`config.mk`:
```
export PLATFORM = sky130hd
export DESIGN_NAME = icache
export DESIGN_NICKNAME = d
export VERILOG_FILES = /design/src/rtl/cpu_types_pkg.sv /design/src/rtl/icache_stats.sv /design/src/rtl/icache.sv
export SDC_FILE = /design/constraint.sdc
export NUM_CORES = 1
export LEC_CHECK = 0
export CORE_ASPECT_RATIO = 1.2
export CORE_MARGIN = 2
export CORE_UTILIZATION = 55
export DETAILED_ROUTE_END_ITERATION = 10
export PLACE_DENSITY = 0.7
export SKIP_CTS_REPAIR_TIMING = 1
export SYNTH_ARGS = -nofsm -noshare
export SYNTH_HDL_FRONTEND = slang
export SYNTH_HIERARCHICAL = 1
export SYNTH_SLANG_ARGS = --single-unit
```
`constraint.sdc`:
```
create_clock -name CLK -period 7.79 [get_ports CLK]
set_clock_uncertainty 0.15 [all_clocks]
set_input_delay 1.9475 -clock CLK [delete_from_list [all_inputs] [get_ports CLK]]
set_output_delay 1.9475 -clock CLK [all_outputs]
set_load 0.02 [all_outputs]
```
`src/rtl/cpu_types_pkg.sv`:
```
// Shared CPU types: instruction word, default icache address layout and
// the icache controller state encoding.
package cpu_types_pkg;

    localparam int WORD_W = 32;

    typedef logic [WORD_W-1:0] word_t;

    // Address layout for the default 16-frame instruction cache.
    localparam int ICACHE_NSETS = 16;
    localparam int ICACHE_IDX_W = 4;
    localparam int ICACHE_TAG_W = WORD_W - 2 - ICACHE_IDX_W;

    typedef struct packed {
        logic [ICACHE_TAG_W-1:0] tag;
        logic [ICACHE_IDX_W-1:0] idx;
        logic [1:0]              bytoff;
    } icachef_t;

    typedef enum logic {
        IDLE  = 1'b0,
        FETCH = 1'b1
    } icache_state_t;

endpackage

```
`src/rtl/icache_stats.sv`:
```
// Hit / miss event counters for the instruction cache. Both wrap at 2^32,
// are cleared only by RST and do not react to cache flushes.
module icache_stats
    import cpu_types_pkg::*;
(
    input  logic  CLK,
    input  logic  RST,
    input  logic  hit_inc,
    input  logic  miss_inc,
    output word_t hit_count,
    output word_t miss_count
);

    // Count lookup hits and miss-to-fetch transitions.
    always_ff @(posedge CLK or posedge RST) begin
        if (RST) begin
            hit_count  <= '0;
            miss_count <= '0;
        end else begin
            if (hit_inc)  hit_count  <= hit_count + 32'd1;
            if (miss_inc) miss_count <= miss_count + 32'd1;
        end
    end

endmodule

```
`src/rtl/icache.sv`:
```
// Direct-mapped, one-word-per-frame instruction cache with a zero-latency
// hit path and a blocking single-word refill from memory.
// Optional feature macro: ICACHE_STATS_EN adds hit_count / miss_count.
//
// Memory handshake: while iREN=1 the request (iaddr) is held stable; the
// cycle in which iwait=0 is the single cycle in which iload carries the
// requested word, and the request is dropped on the following edge.
// Datapath side: ihit=1 marks the cycle in which imemload is valid.
module icache
    import cpu_types_pkg::*;
#(
    parameter int NSETS = 16,
    parameter int TAG_W = 32 - 2 - $clog2(NSETS)
) (
    input  logic          CLK,
    input  logic          RST,
    input  logic          imemREN,
    input  word_t         imemaddr,
    input  logic          flush,
    output logic          ihit,
    output word_t         imemload,
    output logic          iREN,
    output word_t         iaddr,
    input  logic          iwait,
    input  word_t         iload,
    output icache_state_t dbg_state
`ifdef ICACHE_STATS_EN
    ,
    output word_t         hit_count,
    output word_t         miss_count
`endif
);

    localparam int IDX_W = $clog2(NSETS);

    icache_state_t state_q, state_d;
    word_t         miss_addr_q;
    logic          flushed_q;
    logic [NSETS-1:0] valid_q;
    logic [TAG_W-1:0] tag_q [NSETS];
    word_t            data_q [NSETS];

    logic [IDX_W-1:0] req_idx, fill_idx;
    logic [TAG_W-1:0] req_tag, fill_tag;
    logic             lookup_hit;
    logic             miss_start;
    logic             fill;

    assign req_idx  = imemaddr[IDX_W+1:2];
    assign req_tag  = imemaddr[31:32-TAG_W];
    assign fill_idx = miss_addr_q[IDX_W+1:2];
    assign fill_tag = miss_addr_q[31:32-TAG_W];

    assign lookup_hit = valid_q[req_idx] && (tag_q[req_idx] == req_tag);
    assign dbg_state  = state_q;

    // Next-state and output decode; a flush in IDLE suppresses the hit.
    always_comb begin
        state_d    = state_q;
        ihit       = 1'b0;
        imemload   = data_q[req_idx];
        iREN       = 1'b0;
        iaddr      = '0;
        miss_start = 1'b0;
        fill       = 1'b0;
        case (state_q)
            IDLE: begin
                ihit = imemREN && lookup_hit && !flush;
                if (imemREN && !ihit) begin
                    miss_start = 1'b1;
                    state_d    = FETCH;
                end
            end
            FETCH: begin
                iREN  = 1'b1;
                iaddr = miss_addr_q;
                if (!iwait) begin
                    fill    = 1'b1;
                    state_d = IDLE;
                end
            end
            default: state_d = IDLE;
        endcase
    end

    // Controller state, miss address, valid bits and pending-flush marker.
    always_ff @(posedge CLK or posedge RST) begin
        if (RST) begin
            state_q     <= IDLE;
            miss_addr_q <= '0;
            flushed_q   <= 1'b0;
            valid_q     <= '0;
        end else begin
            state_q <= state_d;
            if (miss_start) miss_addr_q <= {imemaddr[31:2], 2'b00};
            // A flush seen at any point of a refill keeps that frame invalid.
            if (miss_start || fill)
                flushed_q <= 1'b0;
            else if (state_q == FETCH && flush)
                flushed_q <= 1'b1;
            if (flush)
                valid_q <= '0;
            else if (fill && !flushed_q)
                valid_q[fill_idx] <= 1'b1;
        end
    end

    // Frame payload; not reset because valid bits gate its use.
    always_ff @(posedge CLK) begin
        if (fill) begin
            data_q[fill_idx] <= iload;
            tag_q[fill_idx]  <= fill_tag;
        end
    end

`ifdef ICACHE_STATS_EN
    icache_stats u_stats (
        .CLK        (CLK),
        .RST        (RST),
        .hit_inc    (ihit),
        .miss_inc   (miss_start),
        .hit_count  (hit_count),
        .miss_count (miss_count)
    );
`endif

endmodule

```
==> metrics.txt <==
most frequent cells in the layout edfxtp_1, mux4_2, clkdlybuf4s50_1; number of remaining DRC errors 0; VDD IR max 197 uV; total congestion overflow 0; Adder-Cell Fraction of Synth Area 0%; Syn Inst Count 1650; First-pass DRT Iterations 6; NetSw 0.00261 W; outcome complete, no violations; syn_area_per_cell 22.9 sq um; Setup CP Type in -> out; Reg power frac 54.1%; Post-Syn Area 0.0378 sq mm; Reg2Reg Depth 11; Min Hold Slack 0.352 ns; initial antenna violation count 4; Slew Limit Headroom 13.2%; post-route ant nets 0; number of flops mapped to enable cells by yosys 928; power share of the clock group 38.3%; Worst-Margin Slew 1.30 ns; number of DRC markers in iteration 0 1774; hpwl dp 46.4 mm; yosys warns 6; mux cell area share after synthesis 17.9%; global-route wire length before repair 125 mm; clock buffer depth 3; clk root buf clkbuf_16; power per cell area 264 mW/mm^2; die width 243 um; IO Port Bufs 131; WL/cell 29.7 um; Vias/cell 6.28; startpoint types input port; Skew-Pair Late Insertion Delay 0.66 ns; TritonCTS clock tree done; Worst Hold Depth 2; worst path arrival time 5.43 ns; combinational fraction of design power 7.6%; Critical Path RT 5.69 ns; Setup TNS 0 ns; Synth async-reset ratio 4.92%; Routed WL 84.5 mm; commonest non-fill, non-tap cell in the layout edfxtp_1; CTS clk-pin slew, worst paths 0.06 ns; RSZ-0062 raised after global routing false; Final GP Congestion 0.838; final setup violation count 0; worst min path class reg -> reg; Final period util 96.6%; Period minus WS final 7.52 ns; Starting Density 55.4%; Hold Fails Final Rpt 0; area of the core 0.0682 sq mm; total track usage 24.5%; switching share of power 22.7%; critical-path maximum fanout 31; Max Clk Rate 133 MHz; Cell variety after synth 48; XOR/XNOR share of the synthesized area 0.812%; Final Slew Violations 0; Rows 105; Worst Setup End Kind primary output; layout cell share with drive strength beyond 1 27.5%; cts bufs inserted 93; Vert. Die Dim 291 um; H-tree depth 3; Pleak 14.0 nW; Final Net Count 1931; vias in the first global route 18675; largest net degree at the start of global routing 69; max cap viols 0; total die area 0.0708 sq mm; Synth Area in Simple Gates 1.89%; total number of vias 17872; Yosys reg bits 976; clk sinks 976; Internal 0.00888 W; largest family of logic cells by synthesized area multiplexers; Synth Flop Type edfxtp_1; sequential area share after synthesis 77.0%; Area Growth Syn to Fin 15.2%; Compound-Gate Fraction of Synth Area 1.22%; # IOs 136
-- synthesized netlist by cell type, drive strengths merged (2+ instances only) --
cell | n | share of area [%]
nor2 | 37 | 0.37
a2111oi | 2 | 0.046
nand3 | 9 | 0.12
o21ai | 9 | 0.12
and2 | 32 | 0.53
a22oi | 10 | 0.20
xnor2 | 10 | 0.23
nand2 | 19 | 0.19
nand4 | 2 | 0.033
nor2b | 9 | 0.15
dfrtp | 48 | 3.2
a31oi | 5 | 0.083
inv | 4 | 0.040
a22o | 3 | 0.070
mux2 | 31 | 0.92
mux2i | 48 | 1.3
nor3 | 9 | 0.12
mux4 | 263 | 16
xor2 | 25 | 0.58
edfxtp | 928 | 74
or2 | 2 | 0.033
a21oi | 18 | 0.24
buf | 52 | 0.83
clkbuf | 36 | 0.36
o211ai | 2 | 0.040
a21bo | 2 | 0.053
or3 | 2 | 0.033
nand2b | 7 | 0.12
a211oi | 4 | 0.080
nor4 | 7 | 0.12
-- area by class of cell --
class | count | area (sq um)
fill | 4488 | 24700
timing repair buffer | 204 | 1950
inverter | 4 | 15.0
clock inverter | 57 | 509
tap | 909 | 1140
sequential | 976 | 29100
multi-input combinational | 583 | 8350
antenna | 1 | 2.50
clock buffer | 114 | 2470
-- flip-flops by register name, summed over array words and instances, names as in the netlist --
| signal | flops |
|---|---|
| data_q | 512 |
| tag_q | 416 |
| miss_addr_q | 30 |
| valid_q | 16 |
| dbg_state | 1 |
| flushed_q | 1 |
-- cell families after synthesis --
kind of cell    count (synthesis)
flops                         976
mux                           342
simple gates                  139
buf+inv                        92
compound gates                 65
xor+xnor                       35
other cells                     1
-- worst max-delay path, cell delays in order --
cell             delay, ns
clkbuf_8              0.26
buf_12                0.27
buf_4                 0.25
mux2i_1               0.10
a22oi_1               0.26
a21bo_2               0.18
a31oi_1               0.09
a2111oi_1             0.45
buf_4                 0.21
a21bo_2               0.22
nor4_1                0.36
buf_4                 0.19
clkdlybuf4s50_1       0.59
-- power by group through the flow --
| stage | clock [W] | sequential, W | combinational (W) |
|---|---|---|---|
| after floorplan | 0 | 0.00625 | 0.000514 |
| after global placement | 0 | 0.00630 | 0.000871 |
| after detailed placement | 0 | 0.00633 | 0.000880 |
| after CTS | 0.00446 | 0.00622 | 0.000885 |
| after global routing | 0.00467 | 0.00625 | 0.000926 |
| final | 0.00440 | 0.00622 | 0.000872 |
-- worst paths after layout --
check                                        from                          end  slack (ns)
min reg2reg                valid_q[7]$_DFFE_PP0P_       valid_q[7]$_DFFE_PP0P_        0.35
min                        valid_q[7]$_DFFE_PP0P_       valid_q[7]$_DFFE_PP0P_        0.35
max                                   imemaddr[4]                         ihit        0.27
max in group asynchronous                     RST   miss_addr_q[8]$_DFFE_PP0P_        5.28
min in group asynchronous                     RST  miss_addr_q[27]$_DFFE_PP0P_        1.65
max reg2reg                 tag_q[6][2]$_DFFE_PP_  miss_addr_q[30]$_DFFE_PP0P_        4.09
-- layer usage --
layer	track usage, %	vias to the layer above	routed length (um)
met5	0	-	27
met4	6.70	4	1770
met3	3.83	129	5950
met2	40.5	733	42600
met1	34.5	9637	34200
li1	-	7369	-
-- metrics by stage --
stage | total power (W) | cell area, sq um | setup WS (ns) | instances | utilization [%]
final | 0.0115 | 43500 | 0.265 | 2848 | 63.8
after global placement | 0.00717 | 40500 | 0.0181 | 2676 | 59.4
after detailed placement | 0.00721 | 40500 | 0.0320 | 2676 | 59.4
after global routing | 0.0118 | 43500 | 0.0298 | 2848 | 63.8
after CTS | 0.0116 | 43500 | 0.0270 | 2847 | 63.8
after floorplan | 0.00677 | 37800 | 0.658 | 1651 | -
(Power assumes the default switching activity.)
